--- src/rtl/p6502_bus_sequencer.sv ---
// ---------------------------------------------------------------------------
// p6502_bus_sequencer
//
// 6502-style bus master that stands in for the CPU core during bring-up and
// scripted initialisation. Read/write commands are queued in a small FIFO and
// replayed one per phi0 bus cycle. The block generates its own phi0/phi2 from
// clk. Read cycles are stretched by RDY wait states, and a read is aborted
// once it has been repeated MAX_WAIT times. Read results come back on a
// one-clk response strobe.
//
// Parameters
//   ADDR_W    bus address width
//   DATA_W    bus data width
//   DEPTH     command FIFO entries (power of 2, >= 2)
//   HALF      clk cycles per phi0 half-period (>= 1)
//   MAX_WAIT  RDY-stretched repeats of one read before abort (1..255)
//
// Ports
//   clk, reset            system clock, synchronous active-high reset
//   cmd_valid/cmd_ready   command handshake; transfer on valid & ready
//   cmd_we                1 = write, 0 = read
//   cmd_addr, cmd_wdata   command address and write data
//   rsp_valid             one-clk read completion strobe
//   rsp_data, rsp_err     read data / RDY-timeout abort flag, valid with rsp_valid
//   busy                  FIFO non-empty or a command in flight
//   phi0, phi2            bus clocks (phi2 = ~phi0)
//   rw_n, a, dout         bus read/write_n, address, write data
//   din, rdy              bus read data, ready (0 stretches reads only)
// ---------------------------------------------------------------------------
module p6502_bus_sequencer #(
    parameter int ADDR_W   = 16,
    parameter int DATA_W   = 8,
    parameter int DEPTH    = 4,
    parameter int HALF     = 2,
    parameter int MAX_WAIT = 15
) (
    input  logic              clk,
    input  logic              reset,
    input  logic              cmd_valid,
    output logic              cmd_ready,
    input  logic              cmd_we,
    input  logic [ADDR_W-1:0] cmd_addr,
    input  logic [DATA_W-1:0] cmd_wdata,
    output logic              rsp_valid,
    output logic [DATA_W-1:0] rsp_data,
    output logic              rsp_err,
    output logic              busy,
    output logic              phi0,
    output logic              phi2,
    output logic              rw_n,
    output logic [ADDR_W-1:0] a,
    output logic [DATA_W-1:0] dout,
    input  logic [DATA_W-1:0] din,
    input  logic              rdy
);

    localparam int PTR_W  = $clog2(DEPTH);
    localparam int CNT_W  = $clog2(DEPTH + 1);
    localparam int PH_W   = $clog2(2 * HALF);
    localparam int WAIT_W = 8;

    localparam logic [CNT_W-1:0]  CNT_FULL = CNT_W'(DEPTH);
    localparam logic [PH_W-1:0]   PH_HALF  = PH_W'(HALF);
    localparam logic [PH_W-1:0]   PH_LAST  = PH_W'(2 * HALF - 1);
    localparam logic [WAIT_W-1:0] WAIT_MAX = WAIT_W'(MAX_WAIT);

    // Command FIFO storage (data only, never reset)
    logic              fifo_we    [DEPTH];
    logic [ADDR_W-1:0] fifo_addr  [DEPTH];
    logic [DATA_W-1:0] fifo_wdata [DEPTH];

    // Control state
    logic [PTR_W-1:0]  wr_ptr;
    logic [PTR_W-1:0]  rd_ptr;
    logic [CNT_W-1:0]  count;
    logic [PH_W-1:0]   ph_cnt;
    logic [WAIT_W-1:0] wait_cnt;
    logic              in_flight;
    logic              cur_we;

    // Combinational decode
    logic              ph_last;
    logic [PH_W-1:0]   ph_next;
    logic              phi0_next;
    logic              push;
    logic              pop;
    logic              cur_is_read;
    logic              rd_stall;
    logic              rd_repeat;
    logic              rd_abort;
    logic              rd_ok;
    logic              next_in_flight;
    logic              next_we;

    // Phase counter step: wraps after the final clk of PHI2.
    function automatic logic [PH_W-1:0] ph_step(input logic [PH_W-1:0] ph);
        return (ph == PH_LAST) ? '0 : ph + 1'b1;
    endfunction

    assign cmd_ready = (count != CNT_FULL);
    assign busy      = (count != '0) | in_flight;
    assign phi2      = ~phi0;

    always_comb begin
        ph_last     = (ph_cnt == PH_LAST);
        ph_next     = ph_step(ph_cnt);
        phi0_next   = (ph_next >= PH_HALF);
        push        = cmd_valid & cmd_ready;
        cur_is_read = in_flight & ~cur_we;

        // Read completion is decided on the boundary clk only.
        rd_stall  = ph_last & cur_is_read & ~rdy;
        rd_repeat = rd_stall & (wait_cnt < WAIT_MAX);
        rd_abort  = rd_stall & ~rd_repeat;
        rd_ok     = ph_last & cur_is_read & rdy;

        // A repeating read keeps the bus; otherwise the FIFO head is taken.
        pop = ph_last & ~rd_repeat & (count != '0);

        next_in_flight = in_flight;
        next_we        = cur_we;
        if (ph_last) begin
            next_in_flight = rd_repeat | (count != '0);
            if (pop) begin
                next_we = fifo_we[rd_ptr];
            end
        end
    end

    // FIFO write port
    always_ff @(posedge clk) begin
        if (push) begin
            fifo_we[wr_ptr]    <= cmd_we;
            fifo_addr[wr_ptr]  <= cmd_addr;
            fifo_wdata[wr_ptr] <= cmd_wdata;
        end
    end

    // Bus sequencing, FIFO pointers and response strobe
    always_ff @(posedge clk) begin
        if (reset) begin
            ph_cnt    <= '0;
            phi0      <= 1'b0;
            rw_n      <= 1'b1;
            a         <= '0;
            dout      <= '0;
            rsp_valid <= 1'b0;
            rsp_data  <= '0;
            rsp_err   <= 1'b0;
            wr_ptr    <= '0;
            rd_ptr    <= '0;
            count     <= '0;
            wait_cnt  <= '0;
            in_flight <= 1'b0;
            cur_we    <= 1'b0;
        end else begin
            ph_cnt <= ph_next;
            phi0   <= phi0_next;
            // rw_n is only pulled low during PHI2 of an owned write cycle.
            rw_n   <= ~(next_in_flight & next_we & phi0_next);

            if (push) begin
                wr_ptr <= wr_ptr + 1'b1;
            end
            if (pop) begin
                rd_ptr <= rd_ptr + 1'b1;
            end
            case ({push, pop})
                2'b10:   count <= count + 1'b1;
                2'b01:   count <= count - 1'b1;
                default: count <= count;
            endcase

            rsp_valid <= rd_ok | rd_abort;
            if (rd_ok) begin
                rsp_data <= din;
                rsp_err  <= 1'b0;
            end else if (rd_abort) begin
                rsp_data <= '0;
                rsp_err  <= 1'b1;
            end

            // Boundary: retire the current cycle and register the next one.
            if (ph_last) begin
                in_flight <= next_in_flight;
                cur_we    <= next_we;
                wait_cnt  <= rd_repeat ? wait_cnt + 1'b1 : '0;
                if (pop) begin
                    a    <= fifo_addr[rd_ptr];
                    dout <= fifo_wdata[rd_ptr];
                end
            end
        end
    end

endmodule

--- config.mk ---
export PLATFORM = sky130hd
export DESIGN_NAME = p6502_bus_sequencer
export DESIGN_NICKNAME = d
export VERILOG_FILES = /design/src/rtl/p6502_bus_sequencer.sv
export SDC_FILE = /design/constraint.sdc
export NUM_CORES = 1
export LEC_CHECK = 0
export BUFFER_PORTS_ARGS = -buffer_cell sky130_fd_sc_hd__buf_2
export CELL_PAD_IN_SITES_DETAIL_PLACEMENT = 0
export CELL_PAD_IN_SITES_GLOBAL_PLACEMENT = 2
export CORE_MARGIN = 1.5
export CORE_UTILIZATION = 41
export DETAILED_ROUTE_END_ITERATION = 12
export PLACE_DENSITY_LB_ADDON = 0.1
export SETUP_SLACK_MARGIN = 0.15
export SLEW_MARGIN = 25
export SYNTH_ARGS = -nofsm -noshare
export SYNTH_HDL_FRONTEND = slang
export SYNTH_SLANG_ARGS = --single-unit
export TNS_END_PERCENT = 100
--- constraint.sdc ---
create_clock -name clk -period 3.3 [get_ports clk]
set_input_delay 0.165 -clock clk [delete_from_list [all_inputs] [get_ports clk]]
set_output_delay 0.165 -clock clk [all_outputs]
set_load 0.1 [all_outputs]
# Word-level counts from Yosys, hierarchy flattened
# Memory sizes are Yosys's and may differ from the RTL's. A register that Yosys moved wholly into a read port is not among the register bits.
# Index checks and enable logic that the tools add are counted.
[word_totals] ram_bits=100 memories=3 out_inout_bits=39 in_bits=37 reg_bits=31
[memory_table] memory="fifo_addr" depth=4 word_bits=16 read_ports=1 rd_ports_with_merged_regs=1 wr=1 line_no="69" source="logic [ADDR_W-1:0] fifo_addr [DEPTH];"
[memory_table] memory="fifo_wdata" depth=4 word_bits=8 read_ports=1 rd_ports_with_merged_regs=1 wr=1 line_no="70" source="logic [DATA_W-1:0] fifo_wdata [DEPTH];"
[memory_table] memory="fifo_we" depth=4 word_bits=1 read_ports=1 rd_ports_with_merged_regs=1 wr=1 line_no="68" source="logic fifo_we [DEPTH];"
[classes] order_cmp=2 n_addsub=6 reduce_logical=5 eq_ne=4 bitwise=19 n_mux=12
[op_table] op="8-bit two-way mux" count=3
[op_table] op="1-bit AND" count=11
[op_table] op="8-bit by 1-bit adder with 8-bit output (second input constant)" count=1
[op_table] op="8-bit by 4-bit less-than comparator with 1-bit output (second input constant)" count=1
[op_table] op="2-bit by 1-bit adder with 2-bit output (second input constant)" count=3
[op_table] op="2-bit two-way mux" count=3
[op_table] op="3-bit case mux with 2 select lines" count=1
[op_table] op="1-bit two-way mux" count=5
[op_table] op="1-bit NOT" count=5
[op_table] op="2-bit == test (second input constant)" count=2
[op_table] op="2-bit nonzero test" count=2
[op_table] op="3-bit by 1-bit adder with 3-bit output (second input constant)" count=1
[op_table] op="3-bit inequality test (second input constant)" count=1
[op_table] op="1-bit OR" count=3
[op_table] op="3-bit nonzero test" count=1
[op_table] op="3-bit by 1-bit subtractor with 3-bit output (second input constant)" count=1
[op_table] op="2-bit by 1-bit == test with 1-bit output (second input constant)" count=1
[op_table] op="2-bit >= comparator (second input constant)" count=1
[op_table] op="2-bit AND reduction" count=1
[op_table] op="2-bit OR reduction" count=1

# Logic depth before layout (Yosys ltp)
[depth] word_depth=13 ltp_mapped=11 ltp_nobuf=9

# Worst setup path before layout
# Ideal clock, no wire load.
[synth_path] kind="reg-to-reg" from="register phi0 (netlist name)" to="register count[2]" setup_slack_ns=0.156 arrival_time_ns=3.074 synth_period_minus_slack_ns=3.144 path_stages_with_launch=12 required_time_ns=3.230 path_cell_list="dfxtp_1 -> ha_1 -> o31ai_1 -> a31oi_2 -> buf_6 -> buf_6 -> ha_1 -> inv_1 -> fa_1 -> xor2_1 -> or3_1 -> a21oi_1"
[synth_lines] item="end signal: assignment" line_no="169" source="2'b10: count <= count + 1'b1;"
[synth_lines] item="end signal: assignment" line_no="170" source="2'b01: count <= count - 1'b1;"
[synth_lines] item="end signal: assignment" line_no="171" source="default: count <= count;"
[synth_lines] item="end: declaration" line_no="75" source="logic [CNT_W-1:0] count;"

==> reports/metrics.cfg <==
[yosys]
syn-instance-count=351
synth_fa_ha_area_frac=0.0185
synth_edf_count=100
async_reset_ff_frac=0
synth_top_family_by_area=multiplexers
synth_area_leaders=edfxtp_1 52%, dfxtp_1 19%, mux4_2 9.7%, mux2i_1 4.3%, nor2_1 3.3%
synth-seq-cells=156
synth_simple_gate_area_share=0.0686
ys.flop_type=edfxtp_1
synth_compound_area_frac=0.0272
synth-seq-area-share=0.711
synth_xor_area_frac=0.0136
synthesis.nets=396
ys_types=39
syn-cell-area_mm2=0.00580
synth_area_leader_cell=edfxtp_1
synth_top_area_share=0.518
yosysWarnings=0
syn_area_per_cell_um2=16.5
synth_mux_area_frac=0.140

[clock_tree]
postCtsSetupRepairBufs=0
htree_levels=4
clock_latency_ns=0.41
cts_root_buf=clkbuf_16
cts_buffer_depth=2
cts_buffers=17
cts_tree=built
cts_sinks=156
cts_resized=0
clk_pin_slew_ns=0.06
cts_hold_buffers=31

[die]
core_mm2=0.0138
ios=76
die_w_um=122
row_count=43
dieArea_mm2=0.0149
dieHeight_um=122
floorplan.initialDensity=0.420

[setup_path]
r2r.worst_path.cells=9
worstPathMaxFanout=13
worstPathArrival_ns=2.85
path_buf_inv=1
cp.depth=9
cp_cell_sequence=ha_1 > o31ai_1 > a31oi_4 > ha_1 > inv_1 > fa_1 > xor2_1 > or3_1 > a21oi_1
start_kind=register
max_stage_delay_ns=0.44
cp_top_family=adder cells
worstSetupPathType=register to register
required_ns=3.64
crit_top_cell=ha_1
end_kind=register
slowest_stage=ha_1

[cells_and_area]
drive_gt1_frac=0.295
fillerInstances=1152
syn_to_final_growth_pct=25.6
antenna_cells_inserted=0
num-nets-final=514
instances_no_fill=662

[drt]
ant_nets=0
drt_iter0_markers=168
wl_per_cell_um=16.3
wirelength_mm=10.8
drcViolationCount=0
via_count=3226
firstDrtPassIters=4
drt-vias-per-instance=4.87

[global_routing]
antenna_found_initial=0
grt.total_usage=0.159
grt_pass1_vias=3235
grt_overflow_total=0
grt_pass1_wl_mm=17.1
grt_max_degree=50

[sta]
final_max_slew_viol_count=0
finalSetupViolCount=0
worst_pin_slew_ns=0.799
rsz0062_at_grt=false
period_share=0.760
timing.final.ws_setup_ns=0.793
fin_skew_ns=0.00545
final_hold_viol_count=0
fmax_ghz=0.399
relSlewSlack=0.468
finalSetupTns_ns=0
fin_crit_ns=2.51

[job]
cap_violations=0

[pwr]
power.leakage_nw=2.63
peakVddDrop_mv=0.448
finalPower_mw=4.36
power_density_mw_per_mm2=598

[placed_design]
port_buffers=75
place.gp.congestion=0.681
dp.cells=599
dp_hpwl_mm=6.65
place_ws_ns=0.816

[hold_path]
hp-class=primary input to register
hold_depth=3

[status]
status=finished clean

## area by class of cell
| type | count | area (um2) | share of cell area |
|---|---|---|---|
| Clock inverter | 13 | 98.8 | 0.0136 |
| Sequential cell | 156 | 4130 | 0.566 |
| Multi-Input combinational cell | 171 | 1560 | 0.215 |
| Timing Repair Buffer | 115 | 793 | 0.109 |
| Inverter | 8 | 30.0 | 0.00412 |
| Clock buffer | 19 | 453 | 0.0621 |
| Tap cell | 180 | 225 | 0.0309 |
## worst paths after layout
check,endpoint,start,slack [ns]
max,count[2]$_SDFFE_PP0P_,phi0$_SDFF_PP0_,0.79
min,rsp_data[0]$_SDFFE_PP0P_,din[0],0.01
max reg2reg,count[2]$_SDFFE_PP0P_,phi0$_SDFF_PP0_,0.79
min reg2reg,ph_cnt[0]$_SDFF_PP0_,ph_cnt[0]$_SDFF_PP0_,0.44
## worst register-to-register path, stage by stage, from the launching register on
cell and delay, ns:
dfxtp_1 0.36, ha_1 0.44, o31ai_1 0.20, a31oi_4 0.20
ha_1 0.21, inv_1 0.06, fa_1 0.37, xor2_1 0.16
or3_1 0.30, a21oi_1 0.14
## routing by layer
metal / vias to the layer above / track usage / share of wire
met2: 66 / 0.270 / 0.51
met5: - / 0 / 0
met1: 1587 / 0.192 / 0.44
met3: 15 / 0.0384 / 0.035
met4: 0 / 0.0728 / 0.016
li1: 1558 / - / -
## cell usage in the layout (no fill, tap or decap), types with 8 or more instances in the layout
cell and n:
a22oi_1 8, buf_2 74, clkbuf_16 17, dfxtp_1 55, dlygate4sd3_1 31, edfxtp_1 100
inv_1 8, mux2i_1 25, mux4_2 25, nor2_1 51
## kinds of logic after synthesis
group,Yosys count
flip-flops,156
multiplexers,50
buffers and inverters,24
adder cells (fa/ha/maj),8
AND/OR/NAND/NOR,82
XOR/XNOR,9
AO/OA/AOI/OAI,22
## synth_stat cells, types with 2 or more instances
cell type  number
buf_2           5
nand2b_1        2
nor3_1          4
a21oi_1         7
a22oi_1         8
nand4_1         2
dfxtp_1        56
nor2_1         51
or3b_1          2
nand3_1         3
clkbuf_1        6
xor2_1          4
and3_1          4
inv_1           8
xnor2_1         5
mux2i_1        25
edfxtp_1      100
buf_6           3
ha_1            7
nand2_1         6
mux4_2         25
## power by group
group | switching (mW) | internal [mW] | total [mW] | leakage, nW
Sequential | 0.0321 | 2.16 | 2.20 | 1.37
Clock | 0.735 | 1.06 | 1.80 | 0.264
Combinational | 0.234 | 0.136 | 0.370 | 0.991
Total | 1.00 | 3.36 | 4.36 | 2.63
## registers in the layout, summed over array words and instances, names as in the netlist, 3 cells and up, named ones only
| name | flops |
|---|---|
| fifo_we | 4 |
| rsp_data | 8 |
| count | 3 |
| a | 16 |
| fifo_wdata | 32 |
| dout | 8 |
| wait_cnt | 8 |
| fifo_addr | 64 |
## through the flow
stage	hold WS, ns	instance area, um2	util
after CTS	0.00137	7290	0.527
final	0.0105	7290	0.527
after global placement	0.374	6420	0.465
after floorplan	0.244	5800	-
after detailed placement	0.385	6420	0.465
after global routing	0.0284	7290	0.527
Note: power is estimated with default switching activity, not from simulation.
